`config.mk`:
```
export PLATFORM = sky130hd
export DESIGN_NAME = tc_adder_sched_flat
export DESIGN_NICKNAME = d
export VERILOG_FILES = /design/src/rtl/tc_pkg.sv /design/src/rtl/tc_adder_sched_if.sv /design/src/rtl/tc_rr_arb2.sv /design/src/rtl/tc_adder_sched.sv /design/src/flat_wrapper.sv
export SDC_FILE = /design/constraint.sdc
export NUM_CORES = 1
export LEC_CHECK = 0
export CAP_MARGIN = 40
export CORE_MARGIN = 4
export CORE_UTILIZATION = 46
export DETAILED_ROUTE_END_ITERATION = 6
export HOLD_SLACK_MARGIN = 0.03
export PLACE_DENSITY_LB_ADDON = 0.08
export SLEW_MARGIN = 20
export SYNTH_ARGS = -nofsm -noshare
export SYNTH_HDL_FRONTEND = slang
export SYNTH_HIERARCHICAL = 1
export SYNTH_SLANG_ARGS = --single-unit
```
`constraint.sdc`:
```
create_clock -name clk -period 5.05 [get_ports clk]
set_input_delay 1.01 -clock clk [delete_from_list [all_inputs] [get_ports clk]]
set_output_delay 1.01 -clock clk [all_outputs]
set_load 0.02 [all_outputs]
```
`src/rtl/tc_pkg.sv`:
```
// Shared types and constants for the byte-serial adder scheduler.
package tc_pkg;

    localparam int unsigned ByteW = 8;

    typedef enum logic [1:0] {
        StIdle,
        StAdd,
        StResp
    } state_e;

endpackage

```
`src/rtl/tc_adder_sched_if.sv`:
```
// Request, shared-adder and response signals of tc_adder_sched.
interface tc_adder_sched_if #(
    parameter int unsigned NBYTES = 2
);
    import tc_pkg::*;

    localparam int unsigned W = ByteW * NBYTES;

    logic             req0_valid;
    logic [W-1:0]     req0_a;
    logic [W-1:0]     req0_b;
    logic             req0_cin;
    logic             req0_ready;

    logic             req1_valid;
    logic [W-1:0]     req1_a;
    logic [W-1:0]     req1_b;
    logic             req1_cin;
    logic             req1_ready;

    logic [ByteW-1:0] add_a;
    logic [ByteW-1:0] add_b;
    logic             add_cin;
    logic [ByteW-1:0] add_s;
    logic             add_cout;

    logic             rsp_valid;
    logic             rsp_id;
    logic [W:0]       rsp_sum;
    logic             rsp_ready;

    // Scheduler side.
    modport slave (
        input  req0_valid, req0_a, req0_b, req0_cin,
        output req0_ready,
        input  req1_valid, req1_a, req1_b, req1_cin,
        output req1_ready,
        output add_a, add_b, add_cin,
        input  add_s, add_cout,
        output rsp_valid, rsp_id, rsp_sum,
        input  rsp_ready
    );

    // Requesters, external adder and response consumer.
    modport master (
        output req0_valid, req0_a, req0_b, req0_cin,
        input  req0_ready,
        output req1_valid, req1_a, req1_b, req1_cin,
        input  req1_ready,
        input  add_a, add_b, add_cin,
        output add_s, add_cout,
        input  rsp_valid, rsp_id, rsp_sum,
        output rsp_ready
    );

endinterface

```
`src/rtl/tc_rr_arb2.sv`:
```
// Two-way round-robin grant; the pointer records the last requester served.
module tc_rr_arb2 (
    input  logic       clk,
    input  logic       rst_n,
    input  logic [1:0] req,
    input  logic       en,
    input  logic       upd,
    input  logic       upd_id,
    output logic [1:0] gnt
);

    logic last_q;

    always_ff @(posedge clk) begin
        if (!rst_n) begin
            last_q <= 1'b1;
        end else if (upd) begin
            last_q <= upd_id;
        end
    end

    always_comb begin
        gnt = 2'b00;
        if (en) begin
            case (req)
                2'b01:   gnt = 2'b01;
                2'b10:   gnt = 2'b10;
                2'b11:   gnt = last_q ? 2'b01 : 2'b10;
                default: gnt = 2'b00;
            endcase
        end
    end

endmodule

```
`src/rtl/tc_adder_sched.sv`:
```
// Serves two requesters one at a time, feeding their operands byte by byte
// through a shared external 8-bit adder and returning {carry, sum}.
module tc_adder_sched
    import tc_pkg::*;
#(
    parameter int unsigned NBYTES = 2
) (
    input logic             clk,
    input logic             rst_n,
    tc_adder_sched_if.slave bus
);

    localparam int unsigned W     = ByteW * NBYTES;
    localparam logic [1:0]  KLast = 2'(NBYTES - 1);

    state_e     state_q, state_d;
    logic [1:0] k_q;
    logic       carry_q;
    logic       cin_q;
    logic       id_q;
    logic [W-1:0] a_q, b_q;
    logic [W-1:0] a_sh, b_sh;
    logic [W:0]   sum_q, sum_d;

    logic [1:0] req;
    logic [1:0] gnt;
    logic       accept;
    logic       rsp_done;
    logic       last_byte;

    assign req       = {bus.req1_valid, bus.req0_valid};
    assign accept    = |gnt;
    assign rsp_done  = (state_q == StResp) && bus.rsp_ready;
    assign last_byte = (k_q == KLast);
    assign a_sh      = a_q >> {k_q, 3'b000};
    assign b_sh      = b_q >> {k_q, 3'b000};

    tc_rr_arb2 u_arb (
        .clk    (clk),
        .rst_n  (rst_n),
        .req    (req),
        .en     (state_q == StIdle),
        .upd    (rsp_done),
        .upd_id (id_q),
        .gnt    (gnt)
    );

    always_ff @(posedge clk) begin
        if (!rst_n) begin
            state_q <= StIdle;
        end else begin
            state_q <= state_d;
        end
    end

    always_comb begin
        state_d = state_q;
        case (state_q)
            StIdle:  if (|req)         state_d = StAdd;
            StAdd:   if (last_byte)    state_d = StResp;
            StResp:  if (bus.rsp_ready) state_d = StIdle;
            default: state_d = StIdle;
        endcase
    end

    // Everything visible is forced low while reset is applied, even before the
    // first reset edge has cleared the registers.
    always_comb begin
        bus.req0_ready = 1'b0;
        bus.req1_ready = 1'b0;
        bus.add_a      = '0;
        bus.add_b      = '0;
        bus.add_cin    = 1'b0;
        bus.rsp_valid  = 1'b0;
        bus.rsp_id     = 1'b0;
        if (rst_n) begin
            bus.req0_ready = gnt[0];
            bus.req1_ready = gnt[1];
            bus.rsp_valid  = (state_q == StResp);
            bus.rsp_id     = id_q;
            if (state_q == StAdd) begin
                bus.add_a   = a_sh[ByteW-1:0];
                bus.add_b   = b_sh[ByteW-1:0];
                bus.add_cin = (k_q == 2'd0) ? cin_q : carry_q;
            end
        end
    end

    assign bus.rsp_sum = sum_q;

    always_comb begin
        sum_d = sum_q;
        if (state_q == StAdd) begin
            for (int i = 0; i < NBYTES; i++) begin
                if (k_q == 2'(i)) sum_d[i*ByteW +: ByteW] = bus.add_s;
            end
            if (last_byte) sum_d[W] = bus.add_cout;
        end
    end

    always_ff @(posedge clk) begin
        if (!rst_n) begin
            k_q     <= 2'd0;
            carry_q <= 1'b0;
            cin_q   <= 1'b0;
            id_q    <= 1'b0;
            a_q     <= '0;
            b_q     <= '0;
            sum_q   <= '0;
        end else if (accept) begin
            k_q     <= 2'd0;
            carry_q <= 1'b0;
            id_q    <= gnt[1];
            a_q     <= gnt[1] ? bus.req1_a   : bus.req0_a;
            b_q     <= gnt[1] ? bus.req1_b   : bus.req0_b;
            cin_q   <= gnt[1] ? bus.req1_cin : bus.req0_cin;
        end else if (state_q == StAdd) begin
            k_q     <= k_q + 2'd1;
            carry_q <= bus.add_cout;
            sum_q   <= sum_d;
        end
    end

endmodule

```
`src/flat_wrapper.sv`:
```
// flat-port wrapper written by rule: the top's interface ports become plain ports
module tc_adder_sched_flat import tc_pkg::*;
#(
    parameter int unsigned NBYTES = 2
)
  (clk, rst_n, bus_req0_valid, bus_req0_a, bus_req0_b, bus_req0_cin, bus_req0_ready, bus_req1_valid, bus_req1_a, bus_req1_b, bus_req1_cin, bus_req1_ready, bus_add_a, bus_add_b, bus_add_cin, bus_add_s, bus_add_cout, bus_rsp_valid, bus_rsp_id, bus_rsp_sum, bus_rsp_ready);
  tc_adder_sched_if #(.NBYTES(NBYTES)) bus_i ();
  input logic clk;
  input logic rst_n;
  input wire logic [$bits(bus_i.req0_valid)-1:0] bus_req0_valid;
  input wire logic [$bits(bus_i.req0_a)-1:0] bus_req0_a;
  input wire logic [$bits(bus_i.req0_b)-1:0] bus_req0_b;
  input wire logic [$bits(bus_i.req0_cin)-1:0] bus_req0_cin;
  output wire logic [$bits(bus_i.req0_ready)-1:0] bus_req0_ready;
  input wire logic [$bits(bus_i.req1_valid)-1:0] bus_req1_valid;
  input wire logic [$bits(bus_i.req1_a)-1:0] bus_req1_a;
  input wire logic [$bits(bus_i.req1_b)-1:0] bus_req1_b;
  input wire logic [$bits(bus_i.req1_cin)-1:0] bus_req1_cin;
  output wire logic [$bits(bus_i.req1_ready)-1:0] bus_req1_ready;
  output wire logic [$bits(bus_i.add_a)-1:0] bus_add_a;
  output wire logic [$bits(bus_i.add_b)-1:0] bus_add_b;
  output wire logic [$bits(bus_i.add_cin)-1:0] bus_add_cin;
  input wire logic [$bits(bus_i.add_s)-1:0] bus_add_s;
  input wire logic [$bits(bus_i.add_cout)-1:0] bus_add_cout;
  output wire logic [$bits(bus_i.rsp_valid)-1:0] bus_rsp_valid;
  output wire logic [$bits(bus_i.rsp_id)-1:0] bus_rsp_id;
  output wire logic [$bits(bus_i.rsp_sum)-1:0] bus_rsp_sum;
  input wire logic [$bits(bus_i.rsp_ready)-1:0] bus_rsp_ready;
  assign bus_i.req0_valid = bus_req0_valid;
  assign bus_i.req0_a = bus_req0_a;
  assign bus_i.req0_b = bus_req0_b;
  assign bus_i.req0_cin = bus_req0_cin;
  assign bus_req0_ready = bus_i.req0_ready;
  assign bus_i.req1_valid = bus_req1_valid;
  assign bus_i.req1_a = bus_req1_a;
  assign bus_i.req1_b = bus_req1_b;
  assign bus_i.req1_cin = bus_req1_cin;
  assign bus_req1_ready = bus_i.req1_ready;
  assign bus_add_a = bus_i.add_a;
  assign bus_add_b = bus_i.add_b;
  assign bus_add_cin = bus_i.add_cin;
  assign bus_i.add_s = bus_add_s;
  assign bus_i.add_cout = bus_add_cout;
  assign bus_rsp_valid = bus_i.rsp_valid;
  assign bus_rsp_id = bus_i.rsp_id;
  assign bus_rsp_sum = bus_i.rsp_sum;
  assign bus_i.rsp_ready = bus_rsp_ready;
  tc_adder_sched #(.NBYTES(NBYTES)) u_core (.clk(clk), .rst_n(rst_n), .bus(bus_i));
endmodule
```
==> impl_metrics.py <==
metrics = {
    "status": {
        "status": "complete, no violations",
    },
    "sta": {
        "finClkSkew_ps": 6.726,
        "holdWs_ps": 457.9,
        "fin_tns_setup_ps": 0,
        "final-setup-viol-count": 0,
        "period_share_pct": 76.77,
        "fmax_ghz": 0.2579,
        "hold_viol_final": 0,
        "min_period_ps": 3877,
        "rsz0062_at_grt": "false",
        "worstMarginPinSlew_ps": 607.0,
        "slew_violations": 0,
        "worst_slack_ps": 1173,
        "slew_headroom_pct": 59.53,
    },
    "route": {
        "ant_nets": 0,
        "drt-wirelength-per-cell_um": 14.11,
        "drcViolationCount": 0,
        "dr.pass1.iters": 4,
        "vias": 2386,
        "drt-vias-per-instance": 4.920,
        "drt_iter0_drc": 55,
        "routed_wl_um": 6844,
    },
    "yosys": {
        "synth_ff_type": "dfxtp_1",
        "synth_edf_count": 0,
        "ys_seq_area_share_pct": 40.25,
        "yosys_register_bits": 57,
        "synthArstFlopShare_pct": 0,
        "synth_top_cell_area_share_pct": 40.25,
        "syn-instance-count": 292,
        "synth.net_count": 374,
        "synth_top_cell_by_area": "dfxtp_1",
        "synth.distinct_cells": 24,
        "synth_area_um2": 2835,
        "syn_avg_cell_area_um2": 9.710,
        "netlist_top_cells_area": "dfxtp_1 40%, mux2i_1 24%, mux2_2 13%",
        "synth_warnings": 6,
    },
    "worst_setup_path": {
        "r2r_slack_ps": 3010,
        "r2r_end": "u_core/bus.rsp_sum[10]",
        "cp.arrival_ps": 2870,
        "worstSetupEndpointType": "output pin",
        "worstSetupPathType": "primary input to output pin",
        "reg2reg_from": "u_core/state_q[0]",
        "slowest_stage": "clkdlybuf4s50_1",
        "crit_top_cell": "clkdlybuf4s50_1",
        "cp-start-kind": "primary input",
        "max_stage_delay_ps": 680,
        "r2r_cells": 7,
        "critical_path_required_ps": 4040,
        "path_cells": "clkdlybuf4s50_1, inv_1, buf_4, nor3b_1, clkdlybuf4s50_1",
        "worstPathMaxFanout": 21,
    },
    "cts": {
        "cts_made_buffers": 9,
        "cts_root_buffer": "clkbuf_8",
        "worstSkewPairLatency_ps": 330,
        "cts_hold_buf": 0,
        "cts.repair.resized": 0,
        "cts.clk_slew.worst_paths_ps": 60,
        "htreeDepth": 3,
        "cts_setup_buffers": 0,
        "cts_tree": "yes",
        "cts_buffer_depth": 2,
        "clock_sinks": 57,
    },
    "grt": {
        "grt_pass1_wl_um": 11300,
        "antenna_found_initial": 0,
        "first_global_vias": 2520,
        "grt_overflow_total": 0,
        "grt_use_total_pct": 19.20,
        "grt_max_degree": 36,
    },
    "die": {
        "die_w_um": 86.51,
        "ioPinCount": 118,
        "die_y_um": 86.51,
        "core_area_um2": 5956,
        "initial_core_util_pct": 47.61,
        "die_area_um2": 7484,
        "std_cell_rows": 28,
    },
    "placed_design": {
        "placed_cells": 470,
        "placed_area_um2": 4060,
        "gp_congestion": 0.7554,
        "hpwl_um": 4906,
        "portBuffers": 117,
        "pre_cts_slack_ps": 1169,
    },
    "flow_run": {
        "drv_cap": 0,
    },
    "power_and_ir_drop": {
        "p_leak_nw": 1.699,
        "cellPowerDensity_nw_per_um2": 282.2,
        "peakVddDrop_uv": 200.8,
        "p_total_mw": 1.201,
    },
    "worst_hold_path": {
        "whs_endpoint": "u_core/bus.rsp_sum[7]",
        "hold_start": "u_core/bus.rsp_sum[7]",
        "holdCritPathClass": "flip-flop to flip-flop",
        "worstHoldPathCells": 2,
    },
    "layout": {
        "antenna_cells": 0,
        "drive_above_1_share_pct": 14.63,
        "num-fill-cells": 458,
        "utilization_pct": 71.45,
        "design_area_um2": 4255,
        "stdcell_count": 485,
        "area_delta_synth_final_pct": 50.09,
        "nNetsFinal": 488,
    },
}
sequential cells by signal, indices dropped and copies added, names as in the netlist:
register / flops
u_core/u_arb/last_q: 1
u_core/id_q: 1
u_core/cin_q: 1
u_core/state_q: 2
u_core/bus.rsp_sum: 17
u_core/carry_q: 1
u_core/k_q: 2
u_core/b_q: 16
u_core/a_q: 16
cells in the mapped netlist, types with 4 or more instances:
master    number
a21oi_1        4
buf_2         11
clkbuf_1       4
dfxtp_1       57
inv_1          5
mux2_2        33
mux2i_1       69
nand2_1       31
nor2_1        57
cells by family after synthesis:
family	after synthesis	synth area share, %
mux	102	37.47
simple gates	99	15.18
flops	57	40.25
buf+inv	25	4.457
compound gates	6	1.456
fa+ha+maj	2	0.8825
xor+xnor	1	0.3090
cell usage in the layout (no fill, tap or decap):
cell and n:
clkdlybuf4s50_1 117, mux2i_1 69, nor2_1 57, dfxtp_1 57
mux2_2 33, nand2_1 31, clkbuf_8 11, buf_4 6
inv_1 5, clkinv_2 2, nand3_4 2, and2_1 2
nor3b_1 2, a21oi_1 2, ha_1 2, a21oi_4 2
bufinv_16 1, clkbuf_1 1, and2b_1 1, and3b_1 1
nor2_2 1, xnor2_1 1, nand3_2 1, nor3_1 1
a2111oi_0 1, o211ai_2 1
where the power goes:
part	internal, mW	total, mW	switching (mW)
combinational	0.159	0.277	0.118
sequential	0.484	0.501	0.0170
clock	0.251	0.423	0.172
total	0.893	1.20	0.308
metal layers:
layer  global-route usage [%]  up-vias  part of all wire (%)
li1                         -     1212                     -
met1                    21.57     1085                    42
met2                    33.45       75                    49
met3                    5.228       14                   7.5
met4                    9.207        0                   1.9
met5                        0        -                     0
critical path, delay by kind of cell:
family	cells	cell delay (ps)
buffers and inverters	4	1630
and+or+nand+nor	1	220
area by class of cell:
| type | count | area, um^2 | area share (%) |
|---|---|---|---|
| multi-input cells | 210 | 1590 | 37.37 |
| repair buffers | 123 | 1216 | 28.58 |
| flip-flops and latches | 57 | 1141 | 26.82 |
| clock buffers | 12 | 155.1 | 3.646 |
| well taps | 75 | 93.84 | 2.205 |
| clock inverters | 3 | 40.04 | 0.9409 |
| inverters | 5 | 18.77 | 0.4410 |
worst max path at each step:
stage	from	to	slack [ps]	cells after the start
floorplan	bus_req0_valid	bus_req0_ready	2150	6
global placement	rst_n	bus_rsp_valid	1220	5
detailed placement	rst_n	bus_rsp_valid	1170	5
CTS	rst_n	bus_rsp_valid	1150	5
global route	rst_n	bus_rsp_valid	1040	5
finish	rst_n	bus_rsp_valid	1170	5
Power figures use the tool's default switching activity.
